### src/rtl/seq_detector_param.sv
// seq_detector_param: run-time configurable serial pattern detector with overlap/sticky modes and a saturating match counter
module seq_detector_param #(
  parameter int N_MAX = 8,
  parameter int LEN_W = 4,
  parameter int CNT_W = 8
) (
  input  logic             clk,
  input  logic             reset,
  input  logic             en,
  input  logic             x,
  input  logic [N_MAX-1:0] pattern,
  input  logic [LEN_W-1:0] plen,
  input  logic             overlap,
  input  logic             sticky,
  input  logic             clear,
  output logic             y,
  output logic             found,
  output logic [CNT_W-1:0] count,
  output logic             cfg_err
);
  typedef enum logic {SEARCH, LOCKED} state_t;
  state_t           r_state, w_state_nxt;
  logic [N_MAX-1:0] r_hist, w_win, w_mask;
  logic [LEN_W-1:0] r_fill;
  logic [CNT_W-1:0] r_count;
  logic             r_y, r_found, r_cfg_err;
  logic             w_legal, w_take, w_match, w_y_nxt;
  assign w_win   = {r_hist[N_MAX-2:0], x};
  assign w_legal = (plen != '0) && (plen <= LEN_W'(N_MAX));
  assign w_take  = en && (r_state == SEARCH);
  assign w_match = w_take && w_legal && (({1'b0, r_fill} + 1'b1) >= {1'b0, plen}) && (((w_win ^ pattern) & w_mask) == '0);
  // select the low plen bits of the window for comparison
  always_comb begin
    w_mask = '0;
    for (int i = 0; i < N_MAX; i++) w_mask[i] = (i < int'(plen));
  end
  // state register; clear and reset both return to SEARCH
  always_ff @(posedge clk) begin
    if (reset || clear) r_state <= SEARCH;
    else r_state <= w_state_nxt;
  end
  // a match with sticky set locks the detector
  always_comb begin
    w_state_nxt = (r_state == SEARCH && w_match && sticky) ? LOCKED : r_state;
  end
  // y is a one-cycle pulse in SEARCH and held high while LOCKED
  always_comb begin
    w_y_nxt = (r_state == LOCKED) || w_match;
  end
  // history, fill, flags and saturating counter; bits are dropped while LOCKED or clearing
  always_ff @(posedge clk) begin
    if (reset || clear) begin
      r_hist  <= '0;
      r_fill  <= '0;
      r_count <= '0;
      r_found <= 1'b0;
      r_y     <= 1'b0;
    end else begin
      r_y <= w_y_nxt;
      if (w_take) begin
        r_hist <= w_win;
        r_fill <= (w_match && !overlap) ? '0 : (r_fill != LEN_W'(N_MAX)) ? r_fill + 1'b1 : r_fill;
      end
      if (w_match) begin
        r_found <= 1'b1;
        r_count <= (r_count != '1) ? r_count + 1'b1 : r_count;
      end
    end
  end
  // configuration check keeps tracking plen through clear
  always_ff @(posedge clk) begin
    if (reset) r_cfg_err <= 1'b0;
    else r_cfg_err <= !w_legal;
  end
  assign y       = r_y;
  assign found   = r_found;
  assign count   = r_count;
  assign cfg_err = r_cfg_err;
endmodule
### config.mk
export PLATFORM = sky130hd
export DESIGN_NAME = seq_detector_param
export DESIGN_NICKNAME = d
export VERILOG_FILES = /design/src/rtl/seq_detector_param.sv
export SDC_FILE = /design/constraint.sdc
export NUM_CORES = 1
export LEC_CHECK = 0
export CORE_MARGIN = 5
export CORE_UTILIZATION = 44
export DETAILED_ROUTE_END_ITERATION = 8
export GPL_ROUTABILITY_DRIVEN = 0
export HOLD_SLACK_MARGIN = 0.05
export PLACE_DENSITY = 0.8
export SYNTH_ARGS = -nofsm -noshare
export SYNTH_HDL_FRONTEND = slang
export SYNTH_SLANG_ARGS = --single-unit
### constraint.sdc
create_clock -name clk -period 2.35 [get_ports clk]
set_input_delay 0.47 -clock clk [delete_from_list [all_inputs] [get_ports clk]]
set_output_delay 0.47 -clock clk [all_outputs]
set_load 0.05 [all_outputs]
Word-level counts from Yosys, hierarchy flattened
Cells that the tools add are included.
{"block": "word_totals", "register_bits": 23, "inputBits": 19, "out_inout_bits": 11, "elab_cells": 44}
{"block": "op_classes", "add_sub_neg": 3, "magnitude_cmp": 10, "eq_ne": 2, "n_mux": 2, "bitwise_logic": 3, "reduce_logical": 17}
{"operator": "< comparator 3 x 4 -> 1 bit, first input constant", "n": 4}
{"operator": "adder 8 x 1 -> 8 bit, second input constant", "n": 1}
{"operator": "bitwise AND 8 bit", "n": 1}
{"operator": "logical AND 1 bit", "n": 8}
{"operator": "zero test 8 bit", "n": 1}
{"operator": "< comparator 1 x 4 -> 1 bit, first input constant", "n": 2}
{"operator": "< comparator 2 x 4 -> 1 bit, first input constant", "n": 2}
{"operator": "2-to-1 mux 4 bit", "n": 2}
{"operator": "inequality test 8 bit, second input constant", "n": 1}
{"operator": "bitwise XOR 8 bit", "n": 1}
{"operator": "adder 4 x 1 -> 5 bit, second input constant", "n": 1}
{"operator": "greater-or-equal comparator 5 x 4 -> 1 bit", "n": 1}
{"operator": "adder 4 x 1 -> 4 bit, second input constant", "n": 1}
{"operator": "less-or-equal comparator 4 bit, second input constant", "n": 1}
{"operator": "inequality test 4 bit, second input constant", "n": 1}
{"operator": "AND reduction 2 bit", "n": 2}
{"operator": "nonzero test 4 bit", "n": 1}
{"operator": "zero test 1 bit", "n": 2}
{"operator": "logical OR 1 bit", "n": 2}
{"operator": "nonzero test 2 bit", "n": 1}
{"operator": "inverter 1 bit", "n": 1}

Logic depth before layout (Yosys ltp)
{"block": "logic_depth", "word_depth": 8, "depth_mapped": 9, "ltp_nobuf": 8}

Worst setup path before layout
Ideal clock, no wire load.
{"block": "synth_path", "path_kind": "input to register", "from": "input plen[3]", "to": "register r_count[5], in the netlist count[5]", "t_arrival_ns": 2.256, "path_slack_ns": -0.021, "path_stages": 8, "path_buffers": 2, "cell_sequence": "buf_6 or4_4 a222oi_1 o2111a_2 and4_2 buf_4 a21oi_1 a31o_1"}
{"block": "synth_between", "elab_chain_cells": 6}
{"item": "start: declaration", "line_no": "12", "text": "input logic [LEN_W-1:0] plen,"}
{"item": "branches (longest 4 deep; another with < comparator 1 x 4 -> 1 bit)"}
{"item": "logical AND 1 bit *", "line_no": "31", "text": "assign w_match = w_take && w_legal && (({1'b0, r_fill} + 1'b1) >= {1'b0, plen}) && (((w_win ^ pattern) & w_mas ..."}
{"item": "AND reduction 2 bit (no source line) *"}
{"item": "end signal: assignment", "line_no": "66", "text": "r_count <= (r_count != '1) ? r_count + 1'b1 : r_count;"}
{"item": "end: declaration", "line_no": "25", "text": "logic [CNT_W-1:0] r_count;"}
Every way passes the cells marked *.
A chain may end at the register's enable or synchronous reset.

Final worst setup path
{"block": "layout_path", "from": "input plen[3]", "to": "register r_count[0], in the netlist count[0]"}
The elaborated chain is that of the path after synthesis.

==> impl_table.tex <==
\begin{tabular}{lr}
\hline
Metric & Value \\
\hline
\multicolumn{2}{l}{\textbf{Synthesis}} \\
\quad Count of flip-flops with a built-in enable after synthesis & 0 \\
\quad Synthesized area per cell & 7.973 um\^{}2 \\
\quad Post-synthesis sequential element count & 23 \\
\quad Share of flip-flops with an asynchronous set or reset after synthesis & 0 \\
\quad Fraction of post-synthesis cell area in the top cell type by area & 0.3587 \\
\quad Ys flop type & dfxtp\_1 \\
\quad Synthesized instance count & 161 \\
\quad Count of yosys warnings during synthesis & 0 \\
\quad Sequential area share after synthesis & 0.3587 \\
\quad Commonest cells in the synthesized netlist & 23 x dfxtp\_1, 23 x nand2\_1, 17 x a21oi\_1 \\
\quad Distinct cells, synth & 36 \\
\quad Net count after synthesis & 187 \\
\quad Cell taking the most area after synthesis & dfxtp\_1 \\
\quad Total standard cell area after synthesis & 1284 um\^{}2 \\
\quad Biggest area contributors in the synthesized netlist & dfxtp\_1 36\%, ha\_1 6.8\%, nand2\_1 6.7\%, a21oi\_1 6.6\%, xor2\_1 4.8\% \\
\multicolumn{2}{l}{\textbf{Timing}} \\
\quad WHS & 0.4922 ns \\
\quad Final period demand of the worst path & 2.320 ns \\
\quad Max-slew violation count & 0 \\
\quad Final Setup Violations & 0 \\
\quad Remaining max-slew budget at the tightest pin & 0.5961 \\
\quad Number of hold-slack violations in the final timing report & 0 \\
\quad Period Utilization, post-route & 0.9872 \\
\quad Setup repair after global routing missed its margin & no \\
\quad Top achievable clock speed & 0.4311 GHz \\
\quad Slew at the pin closest to its max-slew limit & 0.5995 ns \\
\quad Fin Clk Skew & 0.001717 ns \\
\multicolumn{2}{l}{\textbf{Clocking}} \\
\quad Number of buffers created by CTS & 3 \\
\quad Maximum clock path buffer count & 2 \\
\quad Clock transition at path regs & 0.12 ns \\
\quad Root buffer cell & clkbuf\_4 \\
\quad CTS tree & done \\
\quad Cts hold-fix bufs & 0 \\
\quad Number of sinks on the clock net & 23 \\
\quad Later-pin clock latency in the skew report & 0.31 ns \\
\quad H-tree depth & 1 \\
\multicolumn{2}{l}{\textbf{Critical path}} \\
\quad CP arrival & 2.57 ns \\
\quad CP required & 2.60 ns \\
\quad CP Depth & 7 \\
\quad Endpoint type of the worst setup path & flip-flop \\
\quad Crit-path max FO & 5 \\
\quad Largest stage delay on the critical path & 0.53 ns \\
\quad Crit path cell chain & dlygate4sd2\_1 -> or4\_4 -> a222oi\_1 -> o2111a\_2 -> nand4\_4 -> or3\_1 -> a21oi\_1 \\
\quad Startpoint of the worst setup timing path & plen[3] \\
\quad Register-to-Register Setup Slack & 0.15 ns \\
\quad Element type at the critical path start & input port \\
\quad Register-to-Register Path Depth & 9 \\
\quad WP buf/inv & 1 \\
\quad Worst setup path endpoint & count[0] \\
\quad Worst setup path class & input port to flip-flop \\
\quad Reg-to-reg startpoint & r\_fill[0] \\
\quad Crit-path slowest cell & or4\_4 \\
\quad R2R Path End & r\_state \\
\quad Cell family with most CP delay & simple AND/OR/NAND/NOR gates \\
\multicolumn{2}{l}{\textbf{Floorplan}} \\
\quad I/O pin count & 30 \\
\quad Y dimension of the die & 64.02 um \\
\quad Die Outline Area & 4098 um\^{}2 \\
\quad Area of the core & 2781 um\^{}2 \\
\quad Number of rows created at floorplan & 19 \\
\quad Initial Utilization & 0.4615 \\
\quad Horizontal die dimension & 64.02 um \\
\multicolumn{2}{l}{\textbf{Final layout}} \\
\quad Filler cell count in the final layout & 253 \\
\quad Count of antenna diodes in the layout & 0 \\
\quad Final layout net count & 226 \\
\quad Fraction of final layout cells with drive strength greater than 1 & 0.1307 \\
\quad Syn-to-layout area delta & 32.55\% \\
\quad Post-route non-filler standard cell count & 230 \\
\multicolumn{2}{l}{\textbf{Flow run}} \\
\quad Maximum capacitance violations & 0 \\
\multicolumn{2}{l}{\textbf{Routing}} \\
\quad DRC violation count after routing & 0 \\
\quad First drt pass iteration count & 4 \\
\quad DRT Wirelength & 3.103 mm \\
\quad Average wire length per cell after detail routing & 13.49 um \\
\quad Routed vias/inst & 5.635 \\
\quad Count of nets left with antenna violations after detail routing & 0 \\
\quad Routed vias & 1,296 \\
\quad DRT iter0 DRCs & 87 \\
\multicolumn{2}{l}{\textbf{Pwr}} \\
\quad Total power divided by cell area & 405.1 nW/um\^{}2 \\
\quad Maximum VDD drop & 0.4898 mV \\
\quad Leak pwr & 0.0006425 uW \\
\multicolumn{2}{l}{\textbf{Global routing}} \\
\quad Total global-route track usage & 0.1557 \\
\quad Wire length of the first global-routing pass & 5.333 mm \\
\quad Number of global-route vias before repair & 1,257 \\
\quad Initial antenna violation count & 0 \\
\quad Total global routing overflow & 0 \\
\quad Pin count of the biggest net entering global routing & 21 \\
\multicolumn{2}{l}{\textbf{Worst hold path}} \\
\quad Type of the most critical hold path & flip-flop to flip-flop \\
\quad Min-Delay Path Depth & 2 \\
\multicolumn{2}{l}{\textbf{Outcome}} \\
\quad Outcome & complete, no violations \\
\multicolumn{2}{l}{\textbf{Place}} \\
\quad HPWL after detailed placement & 2.397 mm \\
\quad Cell Count Post-Placement & 224 \\
\quad Port buffer count & 29 \\
\hline
\end{tabular}
==> stage by stage <==
| stage | cell area, um^2 | setup WS (ns) | power [uW] | util | TNS [ns] |
|---|---|---|---|---|---|
| 6_report | 1702 | 0.03019 | 689.3 | 0.6118 | 0 |
| 3_3_place_gp | 1648 | -0.3380 | 507.7 | 0.5924 | -4.277 |
| 5_1_grt | 1702 | 0.01204 | 727.3 | 0.6118 | 0 |
| 3_5_place_dp | 1648 | -0.4264 | 510.9 | 0.5924 | -5.276 |
| 2_1_floorplan | 1289 | 0.02380 | 456.1 | - | 0 |
| 4_1_cts | 1698 | 0.04807 | 695.9 | 0.6104 | 0 |
==> how the worst min path moves through the flow <==
stage | slack (ns) | to | startpoint
after detailed placement | 0.47 | r_hist[4] | r_hist[3]
after global placement | 0.45 | found | found
after CTS | 0.49 | r_hist[4] | r_hist[3]
final | 0.49 | r_hist[2] | r_hist[1]
after global routing | 0.52 | found | found
after floorplan | 0.45 | r_hist[6] | r_hist[6]
==> metal layers <==
metal  GRT usage  up-vias  wire length [um]
li1            -      648                 -
met1      0.1838      598              1310
met2      0.2676       46              1580
met3     0.04553        4               184
met4     0.05195        0                27
met5           0        -                 0
==> worst min-delay path, stage by stage, from the launching register on <==
cell,delay (ns)
dfxtp_1,0.35
nand2_1,0.06
a21oi_1,0.05
==> registers in the layout, summed over array words and instances (netlist names) <==
name,cells
cfg_err,1
count,8
found,1
r_fill,4
r_hist,7
r_state,1
y,1
==> layout make-up <==
| type | instances | area (um^2) | area share |
|---|---|---|---|
| Sequential cell | 23 | 460.4 | 0.2706 |
| Inverter | 6 | 22.52 | 0.01324 |
| Timing Repair Buffer | 39 | 360.3 | 0.2118 |
| Clock buffer | 3 | 22.52 | 0.01324 |
| Tap cell | 31 | 38.79 | 0.02279 |
| Multi-Input combinational cell | 127 | 792.0 | 0.4654 |
| Clock inverter | 1 | 5.005 | 0.002941 |
==> placed cells by master, fill, tap and decap left out, types with 2 or more instances in the layout <==
master           synthesis  routed
xor2_1                   7       7
or3_1                    2       2
nand2_1                 23      23
nand3_1                  7       7
nor2_1                  15      15
and4_4                   0       2
a211oi_1                 2       2
inv_1                    6       6
ha_1                     7       7
nor3_1                   6       6
dfxtp_1                 23      23
a31oi_1                  2       2
o21ai_0                 11      10
or2_2                    2       2
clkdlybuf4s50_1          0      25
nand2b_1                 2       2
clkbuf_4                 0       3
xnor2_1                  5       5
buf_4                    1      10
dlygate4sd2_1            0       4
a21oi_1                 17      17
a31o_2                   3       3
==> power by group <==
part / internal [uW] / switching, uW
clock network: 63.7 / 120
registers: 393 / 2.30
logic: 55.9 / 54.5
total: 513 / 177
==> cells by family (layout without fill, tap and decap cells) <==
group,count (synthesis),after routing,synth area share
simple gates,64,65,0.2378
xor+xnor,12,12,0.08187
compound gates,42,42,0.2018
buf+inv,12,49,0.04386
mux,1,1,0.007798
flops,23,23,0.3587
fa+ha+maj,7,7,0.06822
==> repair_timing <==
action	in CTS	in global routing
buffers inserted	1	0
gates resized for setup	7	1
setup endpoints to repair	7	2
gates cloned	1	0
pin swaps	7	0
(Power assumes the default switching activity.)
